### config.mk
export PLATFORM = sky130hd
export DESIGN_NAME = mem_bus_arbiter
export DESIGN_NICKNAME = d
export VERILOG_FILES = /design/src/rtl/mem_arb_pkg.sv /design/src/rtl/arb_rr2.sv /design/src/rtl/mem_bus_arbiter.sv
export SDC_FILE = /design/constraint.sdc
export NUM_CORES = 1
export LEC_CHECK = 0
export CORE_AREA = 4 4 189 191
export CTS_CLUSTER_SIZE = 20
export DETAILED_ROUTE_END_ITERATION = 10
export DIE_AREA = 0 0 193 195
export SYNTH_ARGS = -nofsm -noshare
export SYNTH_HDL_FRONTEND = slang
export SYNTH_SLANG_ARGS = --single-unit
### constraint.sdc
create_clock -name clock -period 3.4 [get_ports clock]
set_clock_uncertainty 0.15 [all_clocks]
set_input_delay 0.85 -clock clock [delete_from_list [all_inputs] [get_ports clock]]
set_output_delay 0.85 -clock clock [all_outputs]
set_load 0.005 [all_outputs]
### src/rtl/mem_arb_pkg.sv
// Shared definitions for the two-master memory bus arbiter and the bus address decode.
package mem_arb_pkg;

  localparam logic [1:0] IDLE   = 2'd0;
  localparam logic [1:0] ACCESS = 2'd1;
  localparam logic [1:0] DONE   = 2'd2;

  localparam logic M_CPU = 1'b0;
  localparam logic M_DMA = 1'b1;

  localparam logic [31:0] GPIO_DIR_ADDRESS = 32'd254;
  localparam logic [31:0] GPIO_RW_ADDRESS  = 32'd255;

  // One latched bus command: everything a master presents with its request.
  typedef struct packed {
    logic [31:0] addr;
    logic [63:0] wdata;
    logic        we;
    logic [1:0]  size;
  } bus_req_t;

endpackage

### src/rtl/arb_rr2.sv
// Two-way round-robin pick with an optional per-master lock override.
module arb_rr2
  import mem_arb_pkg::*;
(
  input  logic [1:0] i_req,
  input  logic       i_last_grant,
  input  logic [1:0] i_lock,
  output logic       o_winner,
  output logic       o_valid
);

  always_comb begin
    o_valid  = |i_req;
    o_winner = M_CPU;
    if (i_lock[0] && i_req[0]) begin
      o_winner = M_CPU;
    end else if (i_lock[1] && i_req[1]) begin
      o_winner = M_DMA;
    end else if (&i_req) begin
      o_winner = ~i_last_grant;
    end else if (i_req[1]) begin
      o_winner = M_DMA;
    end
  end

endmodule

### src/rtl/mem_bus_arbiter.sv
// Shares the memory bus between the CPU (master 0) and the DMA engine (master 1).
// Optional feature macro: MEM_ARB_LOCK_EN adds m0_lock/m1_lock for back-to-back ownership.
module mem_bus_arbiter
  import mem_arb_pkg::*;
#(
  parameter int unsigned ACCESS_CYCLES = 2,
  parameter int unsigned RR_INIT       = 0,
  parameter int unsigned CNT_W         = 4
) (
  input  logic        clock,
  input  logic        reset,
`ifdef MEM_ARB_LOCK_EN
  input  logic        m0_lock,
  input  logic        m1_lock,
`endif
  input  logic        m0_req,
  input  logic        m1_req,
  input  logic [31:0] m0_addr,
  input  logic [31:0] m1_addr,
  input  logic [63:0] m0_wdata,
  input  logic [63:0] m1_wdata,
  input  logic        m0_we,
  input  logic        m1_we,
  input  logic [1:0]  m0_size,
  input  logic [1:0]  m1_size,
  output logic        m0_gnt,
  output logic        m1_gnt,
  output logic        m0_done,
  output logic        m1_done,
  output logic [63:0] m0_rdata,
  output logic [63:0] m1_rdata,
  output logic [31:0] mem_address,
  output logic [63:0] mem_wdata,
  output logic        mem_write_en,
  output logic        mem_read,
  output logic [1:0]  mem_size,
  input  logic [63:0] mem_rdata
);

  localparam logic [CNT_W-1:0] CNT_LOAD  = CNT_W'(ACCESS_CYCLES - 1);
  localparam logic             L_RR_INIT = (RR_INIT != 0);

  logic [1:0]       r_state;
  logic             r_owner;
  logic             r_last_grant;
  logic [CNT_W-1:0] r_cnt;
  bus_req_t         r_bus;
  logic [63:0]      r_m0_rdata;
  logic [63:0]      r_m1_rdata;

  logic [1:0] w_req;
  logic [1:0] w_lock;
  logic       w_winner;
  logic       w_valid;
  logic       w_access;
  logic       w_busy;
  logic       w_last_beat;
  bus_req_t   w_m0_cmd;
  bus_req_t   w_m1_cmd;

  assign w_req       = {m1_req, m0_req};
  assign w_access    = (r_state == ACCESS);
  assign w_busy      = (r_state == ACCESS) || (r_state == DONE);
  assign w_last_beat = w_access && (r_cnt == '0);

  assign w_m0_cmd = '{addr: m0_addr, wdata: m0_wdata, we: m0_we, size: m0_size};
  assign w_m1_cmd = '{addr: m1_addr, wdata: m1_wdata, we: m1_we, size: m1_size};

`ifdef MEM_ARB_LOCK_EN
  logic r_lock_hold;
  logic w_owner_lock;

  // Lock is sampled in the DONE cycle; r_last_grant already names the owner by the next IDLE.
  assign w_owner_lock = (r_owner == M_DMA) ? (m1_lock && m1_req) : (m0_lock && m0_req);

  always_ff @(posedge clock or negedge reset) begin
    if (!reset) begin
      r_lock_hold <= 1'b0;
    end else if (r_state == DONE) begin
      r_lock_hold <= w_owner_lock;
    end else if ((r_state == IDLE) && w_valid) begin
      r_lock_hold <= 1'b0;
    end
  end

  assign w_lock = !r_lock_hold ? 2'b00 : ((r_last_grant == M_DMA) ? 2'b10 : 2'b01);
`else
  assign w_lock = 2'b00;
`endif

  arb_rr2 u_arb (
    .i_req        (w_req),
    .i_last_grant (r_last_grant),
    .i_lock       (w_lock),
    .o_winner     (w_winner),
    .o_valid      (w_valid)
  );

  always_ff @(posedge clock or negedge reset) begin
    if (!reset) begin
      r_state      <= IDLE;
      r_owner      <= M_CPU;
      r_last_grant <= ~L_RR_INIT;
      r_cnt        <= '0;
      r_bus        <= '0;
      r_m0_rdata   <= '0;
      r_m1_rdata   <= '0;
    end else begin
      case (r_state)
        IDLE: begin
          if (w_valid) begin
            r_owner <= w_winner;
            r_bus   <= (w_winner == M_DMA) ? w_m1_cmd : w_m0_cmd;
            r_cnt   <= CNT_LOAD;
            r_state <= ACCESS;
          end
        end
        ACCESS: begin
          if (r_cnt == '0) begin
            if (!r_bus.we) begin
              if (r_owner == M_DMA) begin
                r_m1_rdata <= mem_rdata;
              end else begin
                r_m0_rdata <= mem_rdata;
              end
            end
            r_state <= DONE;
          end else begin
            r_cnt <= r_cnt - 1'b1;
          end
        end
        DONE: begin
          r_last_grant <= r_owner;
          r_bus        <= '0;
          r_state      <= IDLE;
        end
        default: r_state <= IDLE;
      endcase
    end
  end

  // The bus is only driven during ACCESS, so nothing can strobe outside a grant.
  always_comb begin
    m0_gnt       = w_busy && (r_owner == M_CPU);
    m1_gnt       = w_busy && (r_owner == M_DMA);
    m0_done      = (r_state == DONE) && (r_owner == M_CPU);
    m1_done      = (r_state == DONE) && (r_owner == M_DMA);
    mem_address  = '0;
    mem_wdata    = '0;
    mem_size     = '0;
    mem_read     = 1'b0;
    mem_write_en = 1'b0;
    if (w_access) begin
      mem_address  = r_bus.addr;
      mem_wdata    = r_bus.wdata;
      mem_size     = r_bus.size;
      mem_read     = ~r_bus.we;
      mem_write_en = r_bus.we && w_last_beat;
    end
  end

  assign m0_rdata = r_m0_rdata;
  assign m1_rdata = r_m1_rdata;

  a_wr_needs_gnt: assert property (@(posedge clock) disable iff (!reset)
    mem_write_en |-> (m0_gnt || m1_gnt));
  a_one_owner: assert property (@(posedge clock) disable iff (!reset)
    !(m0_gnt && m1_gnt));
  a_one_strobe: assert property (@(posedge clock) disable iff (!reset)
    mem_write_en |=> !mem_write_en);

endmodule

==> metrics.yaml, run 1 <==
routed_wl_um: 37800
cts_buffers: 27
grt_pass1_wl_um: 56200
clockRootBuffer: "clkbuf_16"
leakage_nw: 7.08
core_area_um2: 34100
startpoint_type: "flip-flop"
criticalPathCategory: "reg -> out"
cts_tree: "yes"
worst_slack_ps: 133
final_net_count: 1530
drv_cap: 0
crit_path_max_incr_delay_ps: 530
fin_crit_sh_pct: 96.1
fillers: 3032
rsz0062_at_grt: "no"
chipWidth_um: 193
crit_buf_inv: 3
start_util_pct: 31.3
dr_total_vias: 8456
htreeDepth: 1
maxSlewViolCount: 0
fp.dieArea_um2: 37600
yosys_warnings: 0
layout-drive-gt1-share_pct: 15.9
vdd_drop_max_mv: 0.479
critPathMaxFanout: 35
ys_ff_latch: 235
ys_seq_area_share_pct: 55.1
grt_max_degree: 100
place_hpwl_um: 27200
placementRows: 68
path_clk_slew_ps: 60
synth_ff_type: "dfrtp_1"
min_path_type: "in -> async"
synth_area_leader_cell: "dfrtp_1"
synth_cells: 780
numPortBuffers: 497
io-pin-count: 498
drt-pass1-iter-count: 4
grt_usage_pct: 18.9
tightest_slew_ps: 553
slew_headroom_pct: 63.1
swShare_pct: 30.2
final.setup.tns_ps: 0
drcViolationCount: 0
netSwitchingPower_w: 0.00432
async_reset_ff_share_pct: 100
min_period_ps: 3270
wire_per_inst_um: 21.8
crit_family: "buffers and inverters"
ant_nets: 0
hold_buffers: 0
setup_viol: 0
grt-ovfl-total: 0
end_kind: "output pin"
synth.distinct_cells: 38
clock_path_buffers: 3
synth_common_cells: "dfrtp_1 (234), and2_1 (100), a21boi_0 (99), a221o_1 (99), mux2_2 (71)"
fmax_ghz: 0.306
grt_pass1_vias: 9272
synthesis.nets: 1053
p_int_w: 0.00998
synth_edf_count: 0
finalHoldWorstSlack_ps: 122
syn_to_final_growth_pct: 60.1
dp_slack_ps: 512
gp_congestion: 0.817
power_density_nw_per_um2: 837
drtIter0Drc: 266
comb_power_share_pct: 45.4
status: "finished clean"
antenna_found_initial: 4
clk_latency_ps: 520
die_height_um: 195
cts_sinks: 235
yosysMostFrequentCell: "dfrtp_1"
via_per_inst: 4.88
seq_power_share_pct: 33.6
post-route-util_pct: 50.1
hold_viol: 0
avgSynthCellArea_um2: 13.7
yosys-top-cells-area: "dfrtp_1 (55%), a221o_1 (9.3%), mux2_4 (8.4%)"
syn-cell-area_um2: 10700
cp_data_required_time_ps: 2400
synth_top_cell_area_share_pct: 54.8
crit_slowest_cell: "clkdlybuf4s50_1"
pwr-share-clk_pct: 21.0
path_cells: "inv_1, ha_4, buf_12, and2_1, clkdlybuf4s50_1"
cp_data_arrival_time_ps: 2270
-- layout make-up --
class / instances / area [µm²] / area share [%]
Timing Repair Buffer: 516 / 5260 / 30.8
Clock inverter: 9 / 153 / 0.893
Inverter: 4 / 15.0 / 0.0878
Antenna cell: 2 / 5.00 / 0.0293
Tap cell: 455 / 569 / 3.33
Clock buffer: 39 / 761 / 4.45
Sequential cell: 235 / 5880 / 34.4
Multi-Input combinational cell: 473 / 4450 / 26.0
-- path summary, 6_finish.rpt --
path | start | end | slack (ps) | cells after the start
setup / recovery | r_state[1] | mem_wdata[53] | 130 | 5
hold / removal | reset | r_bus[88] | 120 | 1
setup reg to reg | r_cnt[0] | m0_rdata[0] | 900 | 6
hold reg to reg | m1_rdata[13] | m1_rdata[13] | 350 | 1
max in group asynchronous | reset | m1_rdata[43] | 2150 | 2
min in group clock | m1_rdata[13] | m1_rdata[13] | 350 | 1
-- kinds of logic (layout without fill, tap and decap cells) --
| group | count (synthesis) | count (layout) | share of synthesized area (%) |
|---|---|---|---|
| AO/OA/AOI/OAI | 205 | 205 | 16.7 |
| adder cells (fa/ha/maj) | 7 | 7 | 0.820 |
| buffers and inverters | 72 | 568 | 3.66 |
| flip-flops | 235 | 235 | 55.1 |
| multiplexers | 131 | 131 | 15.9 |
| other | 0 | 2 | 0 |
| AND/OR/NAND/NOR | 130 | 130 | 7.81 |
-- cells in the final DEF, fill, tap and decap left out, types with 6 or more instances in the layout --
cell type	n
clkdlybuf4s50_1	495
dfrtp_1	234
and2_1	100
a21boi_0	99
a221o_1	99
mux2_2	71
mux2_4	60
clkbuf_16	27
buf_12	11
clkbuf_1	8
buf_4	7
ha_1	6
-- through the flow --
| step | total power [W] | instance area, µm² | std cells |
|---|---|---|---|
| after floorplan | 0.00771 | 10700 | 780 |
| after global placement | 0.0113 | 16100 | 1680 |
| after detailed placement | 0.0113 | 16100 | 1680 |
| after CTS | 0.0145 | 17100 | 1728 |
| after global routing | 0.0152 | 17100 | 1733 |
| final | 0.0143 | 17100 | 1733 |
-- sequential cells by signal, indices dropped and copies added, names as in the netlist --
signal,count
m0_rdata,64
m1_rdata,64
r_bus,99
r_cnt,4
r_last_grant,1
r_owner,1
r_state,2
-- per-layer routing --
metal	GRT usage (%)	vias to the layer above	part of all wire, %
met3	5.74	69	9.2
met1	23.7	4169	40
li1	-	3845	-
met5	0	-	0.058
met4	5.69	4	3.1
met2	31.4	369	47
-- power by group through the flow --
stage | Clock [W] | Combinational [W] | Sequential [W]
final | 0.00300 | 0.00650 | 0.00481
after global routing | 0.00321 | 0.00702 | 0.00496
after CTS | 0.00309 | 0.00656 | 0.00481
after detailed placement | 0 | 0.00652 | 0.00483
after global placement | 0 | 0.00644 | 0.00482
after floorplan | 0 | 0.00300 | 0.00471
-- timing repair --
action	CTS	global route
gates cloned	0	0
setup buffers	0	3
gates resized for setup	1	2
setup endpoints to repair	8	66
(Power assumes the default switching activity.)
==> run 2, diff against run 1 <==
--- a/config.mk
+++ b/config.mk
@@ -9,6 +9,7 @@
 export CTS_CLUSTER_SIZE = 20
 export DETAILED_ROUTE_END_ITERATION = 10
 export DIE_AREA = 0 0 193 195
+export PLACE_DENSITY = 0.65
 export SYNTH_ARGS = -nofsm -noshare
 export SYNTH_HDL_FRONTEND = slang
 export SYNTH_SLANG_ARGS = --single-unit
==> run 2 against run 1 <==
Worst setup slack improved by 58 ps; routed wire length fell by 2.2%; sequential cell count did not move; power barely moved; first-iteration DRC count rose by 7.9%; sequential power barely moved; global-route usage fell by 0.13 points; via count rose by 0.77%.
==> metrics.yaml, run 2 (synthesis gave the netlist of run 1 again) <==
cp_data_arrival_time_ps: 2210  # -60 ps
tightest_slew_ps: 705  # +152 ps
final_net_count: 1535  # +0.33%
grt_pass1_vias: 9145  # -1.4%
place_hpwl_um: 26600  # -2.2%
hold_viol: 0  # unchanged
seq_power_share_pct: 33.7  # about the same
fmax_ghz: 0.312  # +1.8%
cts_sinks: 235  # unchanged
min_path_type: "in -> async"
cp_data_required_time_ps: 2400  # about the same
drv_cap: 0  # unchanged
rsz0062_at_grt: "no"
post-route-util_pct: 50.2  # +0.095 points
p_int_w: 0.00996  # -0.24%
cp_common_cell: "buf_12"
wire_per_inst_um: 21.4  # -2.2%
power_density_nw_per_um2: 835  # -0.17%
comb_power_share_pct: 45.7  # +0.3 points
grt_max_degree: 103  # +3.0%
clock_path_buffers: 3  # unchanged
grt-ovfl-total: 0  # unchanged
syn_to_final_growth_pct: 60.4
dr_total_vias: 8521  # +0.77%
fp.dieArea_um2: 37600  # unchanged
ant_nets: 0  # unchanged
gp_congestion: 0.803  # -1.8%
maxSlewViolCount: 0  # unchanged
path_cells: "inv_2, ha_4, buf_12, buf_12, and2_1, clkdlybuf4s50_1"
htreeDepth: 1  # unchanged
via_per_inst: 4.92  # +0.77%
antenna_found_initial: 3  # -1
largest_reg_flops: 99  # unchanged
leakage_nw: 7.10  # +0.22%
chipWidth_um: 193  # unchanged
routed_wl_um: 37000  # -2.2%
path_clk_slew_ps: 60  # about the same
layout-drive-gt1-share_pct: 16.4  # +0.44 points
numPortBuffers: 497  # unchanged
grt_usage_pct: 18.8  # -0.13 points
criticalPathCategory: "reg -> out"
cts_tree: "yes"
slew_headroom_pct: 53.0  # -10 points
die_height_um: 195  # unchanged
start_util_pct: 31.3  # unchanged
grt_pass1_wl_um: 55700  # -1.0%
crit_family: "buffers and inverters"
drt-pass1-iter-count: 4  # unchanged
clk_latency_ps: 530  # about the same
end_kind: "output pin"
netSwitchingPower_w: 0.00435  # +0.60%
core_area_um2: 34100  # unchanged
clockRootBuffer: "clkbuf_16"
swShare_pct: 30.4  # +0.18 points
io-pin-count: 498  # unchanged
crit_slowest_cell: "clkdlybuf4s50_1"
finalPower_w: 0.0143  # about the same
critPathMaxFanout: 23  # -34%
final_cell_mix: "clkdlybuf4s50_1 (496), dfrtp_1 (234), and2_1 (100)"
startpoint_type: "flip-flop"
setup_viol: 0  # unchanged
fillers: 3024  # -0.26%
cts_buffers: 28  # +3.7%
final_common_cell: "clkdlybuf4s50_1"
diodes: 0  # -2
drtIter0Drc: 287  # +7.9%
vdd_drop_max_mv: 0.446  # -6.8%
status: "finished clean"
pwr-share-clk_pct: 20.6  # -0.4 points
fin_crit_sh_pct: 94.4  # -1.7 points
top_register: "r_bus"
placementRows: 68  # unchanged
final.setup.tns_ps: 0  # unchanged
crit_path_max_incr_delay_ps: 520  # about the same
crit_buf_inv: 4  # +1
min_period_ps: 3210  # -57.8 ps
drcViolationCount: 0  # unchanged
==> run 2: cell types whose count changed in the layout (fill, tap and decap cells not counted), sizes merged <==
cell and delta:
buf +5, dlymetal6s2s -1, inv +1, clkbuf -1, clkinvlp -2, clkdlybuf4s50 +1
diode -2, bufinv -2, clkinv +1
==> run 2: area by class of cell <==
| class | instances | area [µm²] | area share (%) |
|---|---|---|---|
| Timing Repair Buffer | 520 | 5310 | 31.0 |
| Inverter | 4 | 15.0 | 0.0877 |
| Clock buffer | 39 | 802 | 4.68 |
| Tap cell | 455 | 569 | 3.32 |
| Clock inverter | 7 | 103 | 0.599 |
| Multi-Input combinational cell | 473 | 4450 | 26.0 |
| Sequential cell | 235 | 5880 | 34.3 |
==> run 2: repair_timing <==
| action | in CTS | in global routing |
|---|---|---|
| hold buffers | 0 | 0 |
| gates resized for setup | 1 | 1 |
| hold endpoints to repair | 0 | 0 |
| setup buffers | 3 | 2 |
| endpoints found under the setup margin | 65 | 9 |
==> run 2: worst paths after layout <==
path / start / end / slack, ps / depth (start not counted)
setup / recovery: r_state[1] / mem_wdata[29] / 190 / 6
hold / removal: reset / m0_rdata[59] / 150 / 1
setup reg to reg: r_cnt[0] / m0_rdata[41] / 720 / 6
hold reg to reg: m1_rdata[61] / m1_rdata[61] / 350 / 1
max in group asynchronous: reset / r_last_grant / 2160 / 2
min in group clock: m1_rdata[61] / m1_rdata[61] / 350 / 1
==> run 2: metrics by stage <==
| stage | area (µm²) | cells | hold slack, ps | setup WS [ps] |
|---|---|---|---|---|
| floorplan | 10700 | 780 | 354 | 884 |
| global placement | 16200 | 1682 | 336 | 500 |
| detailed placement | 16200 | 1682 | 342 | 438 |
| CTS | 17100 | 1731 | 151 | 52.9 |
| global route | 17100 | 1733 | 168 | 60.7 |
| finish | 17100 | 1733 | 149 | 191 |
==> run 2: worst reg2reg max path, delay by kind of cell (launching register included) <==
family,cells,cell delay [ps]
AND/OR/NAND/NOR,2,990
multiplexers,1,340
adder cells (fa/ha/maj),1,190
flip-flops,1,400
buffers and inverters,2,500
==> run 2: routing by layer <==
metal,vias to the layer above,wire (µm),share of wire (%),GRT usage (%)
met5,-,41,0.11,0
met4,6,1450,3.9,6.40
met3,73,4020,11,7.08
met2,398,17300,47,31.0
met1,4182,14200,38,22.5
li1,3862,-,-,-
==> run 2: power by group through the flow <==
stage,logic (W),clock network [W],registers (W)
final,0.00654,0.00295,0.00482
after CTS,0.00661,0.00305,0.00482
after global routing,0.00708,0.00316,0.00497
after global placement,0.00641,0,0.00481
after detailed placement,0.00652,0,0.00484
after floorplan,0.00300,0,0.00471
